`src/rtl/motor_sequencer.sv`:
```
// H-bridge motor sequencer: soft-start ramp, dead-time on reversal/stop,
// filtered overcurrent trip with a cooldown that needs an enable toggle to rearm.
module motor_sequencer #(
    parameter int unsigned DEADTIME_CYCLES = 100000,
    parameter int unsigned RAMP_CYCLES     = 200000,
    parameter logic [11:0] OC_THRESHOLD    = 12'd2000,
    parameter int unsigned OC_FILTER       = 16,
    parameter int unsigned COOLDOWN_CYCLES = 50000000
) (
    input  logic        clk,
    input  logic        reset,
    input  logic        cmd_en,
    input  logic        cmd_dir,
    input  logic [5:0]  cmd_speed,
    input  logic [11:0] current_value,
    input  logic        current_valid,
    output logic        drive_en,
    output logic        drive_dir,
    output logic [5:0]  drive_duty,
    output logic        fault,
    output logic [3:0]  fault_count,
    output logic [1:0]  state
);

    typedef enum logic [1:0] {
        IDLE  = 2'd0,
        RUN   = 2'd1,
        BRAKE = 2'd2,
        FAULT = 2'd3
    } state_t;

    localparam int DEAD_W = $clog2(DEADTIME_CYCLES + 1);
    localparam int RAMP_W = $clog2(RAMP_CYCLES + 1);
    localparam int COOL_W = $clog2(COOLDOWN_CYCLES + 1);

    localparam logic [DEAD_W-1:0] DEAD_LAST = DEAD_W'(DEADTIME_CYCLES - 1);
    localparam logic [RAMP_W-1:0] RAMP_LAST = RAMP_W'(RAMP_CYCLES - 1);
    localparam logic [COOL_W-1:0] COOL_LAST = COOL_W'(COOLDOWN_CYCLES - 1);
    localparam logic [4:0]        OC_LAST   = 5'(OC_FILTER - 1);

    function automatic logic [3:0] sat_inc4(input logic [3:0] v);
        return (v == 4'hF) ? v : v + 4'd1;
    endfunction

    function automatic logic [4:0] sat_inc5(input logic [4:0] v);
        return (v == 5'h1F) ? v : v + 5'd1;
    endfunction

    state_t              cur_state;
    logic [DEAD_W-1:0]   dead_cnt;
    logic [RAMP_W-1:0]   ramp_cnt;
    logic [COOL_W-1:0]   cool_cnt;
    logic [4:0]          oc_cnt;

    logic oc_active;
    logic oc_over;
    logic oc_trip;

    assign state = cur_state;

    // The sample that completes the filter trips in the same cycle it arrives,
    // so FAULT pre-empts any BRAKE/RUN decision taken on that edge.
    always_comb begin
        oc_active = (cur_state == RUN) || (cur_state == BRAKE);
        oc_over   = (current_value >= OC_THRESHOLD);
        oc_trip   = oc_active && current_valid && oc_over && (oc_cnt >= OC_LAST);
    end

    always_ff @(posedge clk) begin
        if (reset || !oc_active || oc_trip) begin
            oc_cnt <= '0;
        end else if (current_valid) begin
            oc_cnt <= oc_over ? sat_inc5(oc_cnt) : 5'd0;
        end
    end

    always_ff @(posedge clk) begin
        if (reset) begin
            cur_state   <= IDLE;
            drive_en    <= 1'b0;
            drive_dir   <= 1'b0;
            drive_duty  <= '0;
            fault       <= 1'b0;
            fault_count <= '0;
            dead_cnt    <= '0;
            ramp_cnt    <= '0;
            cool_cnt    <= '0;
        end else if (oc_trip) begin
            cur_state   <= FAULT;
            drive_en    <= 1'b0;
            drive_duty  <= '0;
            fault       <= 1'b1;
            fault_count <= sat_inc4(fault_count);
            cool_cnt    <= '0;
            dead_cnt    <= '0;
            ramp_cnt    <= '0;
        end else begin
            case (cur_state)
                IDLE: begin
                    drive_en   <= 1'b0;
                    drive_duty <= '0;
                    fault      <= 1'b0;
                    dead_cnt   <= '0;
                    ramp_cnt   <= '0;
                    cool_cnt   <= '0;
                    if (cmd_en) begin
                        cur_state <= RUN;
                        drive_en  <= 1'b1;
                        drive_dir <= cmd_dir;
                    end
                end
                RUN: begin
                    if (!cmd_en || (cmd_dir != drive_dir)) begin
                        cur_state  <= BRAKE;
                        drive_duty <= '0;
                        dead_cnt   <= '0;
                        ramp_cnt   <= '0;
                    end else if (cmd_speed > drive_duty) begin
                        if (ramp_cnt == RAMP_LAST) begin
                            drive_duty <= drive_duty + 6'd1;
                            ramp_cnt   <= '0;
                        end else begin
                            ramp_cnt <= ramp_cnt + RAMP_W'(1);
                        end
                    end else begin
                        drive_duty <= cmd_speed;
                        ramp_cnt   <= '0;
                    end
                end
                BRAKE: begin
                    drive_duty <= '0;
                    // Only the command present at expiry matters; changes inside
                    // the dead-time never restart it.
                    if (dead_cnt == DEAD_LAST) begin
                        dead_cnt <= '0;
                        ramp_cnt <= '0;
                        if (cmd_en) begin
                            cur_state <= RUN;
                            drive_en  <= 1'b1;
                            drive_dir <= cmd_dir;
                        end else begin
                            cur_state <= IDLE;
                            drive_en  <= 1'b0;
                        end
                    end else begin
                        dead_cnt <= dead_cnt + DEAD_W'(1);
                    end
                end
                FAULT: begin
                    drive_en   <= 1'b0;
                    drive_duty <= '0;
                    if (cool_cnt == COOL_LAST) begin
                        if (!cmd_en) begin
                            cur_state <= IDLE;
                            fault     <= 1'b0;
                            cool_cnt  <= '0;
                        end
                    end else begin
                        cool_cnt <= cool_cnt + COOL_W'(1);
                    end
                end
                default: cur_state <= IDLE;
            endcase
        end
    end

endmodule

```
`config.mk`:
```
export PLATFORM = sky130hd
export DESIGN_NAME = motor_sequencer
export DESIGN_NICKNAME = d
export VERILOG_FILES = /design/src/rtl/motor_sequencer.sv
export SDC_FILE = /design/constraint.sdc
export NUM_CORES = 1
export LEC_CHECK = 0
export ABC_CLOCK_PERIOD_IN_PS = 6400
export CAP_MARGIN = 30
export CORE_MARGIN = 8
export CORE_UTILIZATION = 30
export DETAILED_ROUTE_END_ITERATION = 10
export HOLD_SLACK_MARGIN = 0.08
export PLACE_DENSITY = 0.52
export SETUP_SLACK_MARGIN = 0.4
export SYNTH_ARGS = -nofsm -noshare
export SYNTH_HDL_FRONTEND = slang
export SYNTH_SLANG_ARGS = --single-unit
```
`constraint.sdc`:
```
create_clock -name clk -period 6.4 [get_ports clk]
set_input_delay 1.28 -clock clk [delete_from_list [all_inputs] [get_ports clk]]
set_output_delay 1.28 -clock clk [all_outputs]
set_load 0.02 [all_outputs]
```
Word level (Yosys, flattened, before mapping)
Cells that the tools add are included.
Widths: inputs -> output; s select.
{"block": "totals", "input_bits": 23, "register_bits": 81, "out_inout_bits": 15}
{"block": "op_classes", "order_cmp": 3, "muxes": 35, "eq_ne": 19, "addsub": 6, "n_reduce_logical": 26, "n_bitwise": 2}
{"cell": "$mux 18", "n": 4}
{"cell": "$pmux 18 s3", "n": 1}
{"cell": "$mux 26", "n": 2}
{"cell": "$pmux 26 s2", "n": 1}
{"cell": "$pmux 17 s3", "n": 1}
{"cell": "$mux 17", "n": 2}
{"cell": "$add 26x1->26 const B", "n": 1}
{"cell": "$eq 26x26->1 const B", "n": 1}
{"cell": "$add 18x1->18 const B", "n": 1}
{"cell": "$eq 18x18->1 const B", "n": 1}
{"cell": "$mux 6", "n": 3}
{"cell": "$add 17x1->17 const B", "n": 1}
{"cell": "$eq 17x17->1 const B", "n": 1}
{"cell": "$ge 12x11->1 const B", "n": 1}
{"cell": "$mux 2", "n": 6}
{"cell": "$ne 3x3->1 const B", "n": 4}
{"cell": "$pmux 6 s2", "n": 1}
{"cell": "$reduce_and 2->1", "n": 6}
{"cell": "$mux 5", "n": 2}
{"cell": "$reduce_bool 3->1", "n": 3}
{"cell": "$mux 1", "n": 8}
{"cell": "$pmux 2 s4", "n": 1}
{"cell": "$add 6x1->6 const B", "n": 1}
{"cell": "$gt 6x6->1", "n": 1}
{"cell": "24 further kinds", "n": 37}

Longest topological paths before layout
Gate-level depths: netlist (run 1).
{"block": "logic_depth", "ltp_word": 7, "ltp_mapped": 8, "depth_no_buf": 7}

Least setup slack after synthesis (run 1)
OpenSTA, ideal clock, no wires.
{"block": "synth_path", "path_type": "input to register", "startpoint": "in cmd_speed[4]", "endpoint": "reg ramp_cnt[0]", "path_stages": 7, "path_slack_ps": 3462, "t_required_ps": 6268, "arrival_time_ps": 2806, "setup_time_ps": 132, "cell_sequence": "ha_1 a21oi_1 a21boi_0 o32a_1 a31oi_2 buf_2 nor3_1"}
{"block": "synth_via", "elab_chain_cells": 4}
{"item": "start, declared", "line_no": "14", "text": "input logic [5:0] cmd_speed,"}
{"item": "$gt 6x6->1", "line_no": "118", "text": "end else if (cmd_speed > drive_duty) begin"}
{"item": "$mux 18", "line_no": "118"}
{"item": "$mux 18", "line_no": "113", "text": "if (!cmd_en || (cmd_dir != drive_dir)) begin"}
{"item": "$pmux 18 s3", "line_no": "98", "text": "case (cur_state)"}
{"item": "end signal, assigned", "line_no": "123", "text": "ramp_cnt <= ramp_cnt + RAMP_W'(1);"}
{"item": "end, declared", "line_no": "51", "text": "logic [RAMP_W-1:0] ramp_cnt;"}
Every way passes these cells.
A chain may end at the register's enable or synchronous reset.

Worst setup path in the final report (run 1)
Ends and elaborated chain as after synthesis.

==> flow_summary.json, run 1 <==
{
  "rows": 44,
  "period_share": 0.5669,
  "cts_tree": "done",
  "dp_cells": 747,
  "synth.most_common_cell": "dfxtp_1",
  "async_flop_share": 0,
  "clkSlewWorstSetupHoldPaths_ns": 0.06,
  "relSlewSlack": 0.3340,
  "yosys.area.top_type": "dfxtp_1",
  "grt_max_degree": 25,
  "p_per_area_nw_per_um2": 252.7,
  "drv_cap": 0,
  "cts_resized": 0,
  "synth_nets": 580,
  "final_cells": 762,
  "ios": 38,
  "hold_ws_ns": 0.4769,
  "required_ns": 6.58,
  "crit_family": "compound AO/OA/AOI/OAI gates",
  "max_stage_delay_ns": 0.88,
  "grt_pass1_wl_um": 18760,
  "nNetsFinal": 615,
  "crit_arrival_ns": 3.81,
  "route.detailed.vias_per_inst": 5.396,
  "cts_hold_buf": 0,
  "synthTopCellsByCount": "dfxtp_1 (81), nor2_1 (42), nand3_1 (40)",
  "drive_gt1_frac": 0.06228,
  "vias": 4112,
  "dpl_worst_slack_ns": 2.399,
  "crit_chain": "clkdlybuf4s50_1, ha_1, a21oi_1, a21boi_0, o32a_1, a31oi_2, nor3_1",
  "seq_area_frac_synth": 0.3639,
  "cts_max_level": 3,
  "peakVddDrop_mv": 0.1531,
  "core_area_um2": 14530,
  "synth_area_leaders": "dfxtp_1 (36%), ha_1 (5.1%), nand3_1 (4.5%)",
  "synth-edff-count": 0,
  "synth.distinct_cells": 66,
  "critPathLaunchType": "primary input",
  "report.final.setup_viol": 0,
  "hold_class": "reg -> reg",
  "routabilityCongestion": 0.8050,
  "clk_path_buf_depth": 2,
  "reg2reg_to": "cool_cnt[10]",
  "die_y_um": 137.9,
  "root_buffer": "clkbuf_16",
  "drc": 0,
  "antenna_found_initial": 0,
  "finalWorstSetupSlack_ns": 2.772,
  "critPathKind": "in -> reg",
  "ys_warn_count": 0,
  "start_util": 0.3066,
  "postCtsSetupBuffers": 0,
  "routedWlPerCell_um": 14.62,
  "worstMarginPinSlew_ns": 0.9959,
  "place_hpwl_um": 7962,
  "hold_viol_final": 0,
  "final_core_util": 0.3644,
  "r2r-start": "state[0]",
  "crit_slowest_cell": "a31oi_2",
  "path_depth": 7,
  "finalMaxSlewViolations": 0,
  "grt_pass1_vias": 3880,
  "die_area_um2": 19010,
  "cp_num_buf_inv": 1,
  "postPlaceCellArea_um2": 5017,
  "io_buffers": 33,
  "status": "complete, no violations",
  "total_power_mw": 1.338,
  "synthCells": 539,
  "finalCriticalPeriod_ns": 3.628,
  "synth.avg_cell_area_um2": 8.266,
  "ff2ff_path_depth": 6,
  "dr.pass1.iters": 6,
  "antenna_left": 0,
  "synth_ff_type": "dfxtp_1",
  "die_w_um": 137.9,
  "rsz0062_at_grt": "false",
  "crit_start": "cmd_speed[4]",
  "cts_buffers": 9,
  "ys_seq_elements": 81,
  "setup_tns_ns": 0,
  "overflow": 0,
  "synth_area_um2": 4456,
  "cp-endpoint": "ramp_cnt[0]",
  "reg2reg_slack_ns": 3.67,
  "clock_latency_ns": 0.34,
  "antenna_cells": 0,
  "area_growth_pct": 18.87,
  "drtIter0Drc": 230,
  "p_leak_nw": 1.611,
  "end_kind": "flip-flop",
  "fmax_mhz": 275.6,
  "cp_max_fo": 18,
  "grt_use_total": 0.1200,
  "yosys.area.top_type_share": 0.3639,
  "wl_um": 11140,
  "final_cell_area_um2": 5296,
  "clock_sinks": 81,
  "fin_skew_ns": 0.007193,
  "hold_depth": 1
}
[placed cells by master, fill, tap and decap left out, drive strengths merged, types with 21 or more instances in the layout]
master and count:
dfxtp 81, nor2 42, nand3 41, nand2 37, clkdlybuf4s50 33, a21oi 31, o21ai 31, inv 23
nand4 23, a211oi 21
[cell families after synthesis]
group | count (synthesis) | share of synthesized area
simple gates | 240 | 0.2974
compound gates | 133 | 0.1985
flops | 81 | 0.3639
buf+inv | 41 | 0.03735
xor+xnor | 22 | 0.04325
fa+ha+maj | 18 | 0.05055
mux | 4 | 0.008987
[registers in the layout (all words and copies together), names as in the netlist]
signal and count:
state 2, drive_dir 1, cool_cnt 26, ramp_cnt 18, dead_cnt 17, oc_cnt 5, fault 1, drive_en 1
fault_count 4, drive_duty 6
[worst register-to-register path, cell delays in order, from the launching register on]
cell and delay (ns):
dfxtp_1 0.42, ha_1 0.66, nor2b_1 0.24, a21oi_1 0.63, inv_1 0.19, nor2_1 0.29, o221a_2 0.24
[area by class of cell]
type                            count  area (um2)
Clock buffer                       12       236.5
Clock inverter                      3       42.54
Fill cell                        1527        9238
Inverter                           23       86.33
Multi-Input combinational cell    417        2681
Sequential cell                    81        1622
Tap cell                          184       230.2
Timing Repair Buffer               42       397.9
[worst min-delay path by stage]
stage                            start           end  slack [ns]
after floorplan           cool_cnt[25]  cool_cnt[25]        0.43
after global placement    cool_cnt[25]  cool_cnt[25]        0.46
after detailed placement  cool_cnt[25]  cool_cnt[25]        0.47
after CTS                 cool_cnt[25]  cool_cnt[25]        0.48
after global routing      cool_cnt[25]  cool_cnt[25]        0.50
final                     cool_cnt[25]  cool_cnt[25]        0.48
[layer usage]
layer / global-route usage / share of wire / vias up
li1: - / - / 2109
met1: 0.1559 / 0.49 / 1938
met2: 0.1968 / 0.46 / 55
met3: 0.02572 / 0.038 / 10
met4: 0.03164 / 0.0093 / 0
met5: 0 / 0 / -
[power breakdown]
part	switching [mW]	internal [mW]
Clock	0.200	0.300
Sequential	0.0160	0.518
Combinational	0.203	0.101
Total	0.419	0.919
Note: power is estimated with default switching activity, not from simulation.
==> inputs of run 2 (changes only) <==
ABC_CLOCK_PERIOD_IN_PS = 3700   (was 6400)
clock period = 3.7 ns   (was 6.4 ns; I/O delays follow)
==> run 2 against run 1 <==
Against the previous run: sequential power up 73%; routed wire length up 1.2%; register-to-register slack worse by 2.5 ns; total power up 73%; combinational power up 80%; clock power up 70%; setup slack worse by 1.7 ns; critical path depth up 1; final cell count up 0.66%; largest cell class unchanged; largest power group unchanged.
==> flow_summary.json, run 2 (same netlist as run 1, synthesis figures left out) <==
{
  "status": "complete, no violations",
  "antenna_cells": 0,
  "critPathKind": "in -> reg",
  "layout_common_cells": "dfxtp_1 (81), nor2_1 (42), nand3_1 (40), nand2_1 (37), clkdlybuf4s50_1 (33)",
  "finalMaxSlewViolations": 0,
  "drive_gt1_frac": 0.07547,
  "fin_skew_ns": 0.009752,
  "postPlaceCellArea_um2": 5047,
  "final_common_cell": "dfxtp_1",
  "io_buffers": 33,
  "critPathLaunchType": "primary input",
  "cts_hold_buf": 0,
  "rows": 44,
  "cp_max_fo": 18,
  "final_cells": 767,
  "clkSlewWorstSetupHoldPaths_ns": 0.06,
  "top_regs": "cool_cnt x26, ramp_cnt x18, dead_cnt x17",
  "dp_cells": 751,
  "die_w_um": 137.9,
  "routedWlPerCell_um": 14.70,
  "fillers": 1512,
  "largest_reg_flops": 26,
  "grt_use_total": 0.1236,
  "p_per_area_nw_per_um2": 435.4,
  "fmax_mhz": 381.9,
  "grt_pass1_vias": 3897,
  "cts_resized": 0,
  "clk_path_buf_depth": 2,
  "crit_chain": "clkdlybuf4s50_1, ha_1, a21oi_1, a21boi_0, o32a_1, a31oi_2, buf_4, a211oi_1",
  "worstMarginPinSlew_ns": 1.013,
  "wl_um": 11270,
  "place_hpwl_um": 8073,
  "drtIter0Drc": 157,
  "max_stage_delay_ns": 0.51,
  "vias": 4146,
  "overflow": 0,
  "crit_arrival_ns": 2.83,
  "hold_viol_final": 0,
  "hold_ws_ns": 0.4687,
  "top_register": "cool_cnt",
  "dr.pass1.iters": 4,
  "root_buffer": "clkbuf_16",
  "relSlewSlack": 0.3204,
  "cts_buffers": 9,
  "rsz0062_at_grt": "false",
  "die_area_um2": 19010,
  "report.final.setup_viol": 0,
  "core_area_um2": 14530,
  "finalCriticalPeriod_ns": 2.619,
  "nNetsFinal": 619,
  "final_cell_area_um2": 5331,
  "start_util": 0.3066,
  "cts_max_level": 3,
  "routabilityCongestion": 0.8220,
  "clock_sinks": 81,
  "seq_area_um2": 1622,
  "end_kind": "flip-flop",
  "area_growth_pct": 19.66,
  "drc": 0,
  "ios": 38,
  "total_power_mw": 2.321,
  "setup_tns_ns": 0,
  "grt_pass1_wl_um": 18900,
  "die_y_um": 137.9,
  "route.detailed.vias_per_inst": 5.405,
  "crit_slowest_cell": "o32a_1",
  "drv_cap": 0,
  "hold_class": "reg -> reg",
  "period_share": 0.7077,
  "cts_tree": "done",
  "p_leak_nw": 1.632,
  "antenna_left": 0,
  "clock_latency_ns": 0.35,
  "antenna_found_initial": 0,
  "grt_max_degree": 39,
  "postCtsSetupBuffers": 0,
  "required_ns": 3.91,
  "peakVddDrop_mv": 0.3372,
  "multi_input_area_um2": 2681
}
run 2: cell types whose count changed in the layout (fill, tap and decap cells not counted):
cell / change
clkbuf_1: -2
buf_1: -1
buf_6: -1
clkinvlp_4: +2
bufinv_16: -1
clkbuf_8: +2
buf_4: +6
run 2: area by class of cell:
type	instances	share of cell area
Clock inverter	4	0.005163
Tap cell	184	0.04318
Multi-Input combinational cell	417	0.5029
Timing Repair Buffer	46	0.08026
Clock buffer	12	0.04811
Sequential cell	81	0.3042
Inverter	23	0.01619
run 2: worst paths after layout:
path | from | end | slack [ns] | depth (start not counted)
setup / recovery | cmd_speed[4] | ramp_cnt[14] | 1.08 | 8
hold / removal | cool_cnt[25] | cool_cnt[25] | 0.47 | 1
setup reg to reg | oc_cnt[0] | cool_cnt[23] | 1.20 | 8
hold reg to reg | cool_cnt[25] | cool_cnt[25] | 0.47 | 1
run 2: worst max-delay path: cells and delay by family:
family / cells / cell delay [ns]
AOI/OAI and AO/OA: 5 / 1.04
adders and majority gates: 1 / 0.34
buffers and inverters: 2 / 0.69
run 2: report_power, final:
group / switching, mW / internal, mW / total (mW)
combinational: 0.352 / 0.194 / 0.546
sequential: 0.0278 / 0.896 / 0.924
clock: 0.362 / 0.490 / 0.851
total: 0.741 / 1.58 / 2.32
run 2: per-stage QoR:
step,worst slack (ns),utilization
6_report,1.081,0.3668
5_1_grt,0.9551,0.3668
4_1_cts,1.098,0.3668
3_5_place_dp,0.7293,0.3473
3_3_place_gp,0.7460,0.3473
2_1_floorplan,1.302,-
run 2: routing by layer:
| layer | vias up | wire length, um | GRT usage |
|---|---|---|---|
| li1 | 2111 | - | - |
| met5 | - | 0 | 0 |
| met2 | 47 | 5226 | 0.2027 |
| met1 | 1974 | 5391 | 0.1510 |
| met3 | 14 | 497 | 0.03623 |
| met4 | 0 | 159 | 0.04299 |
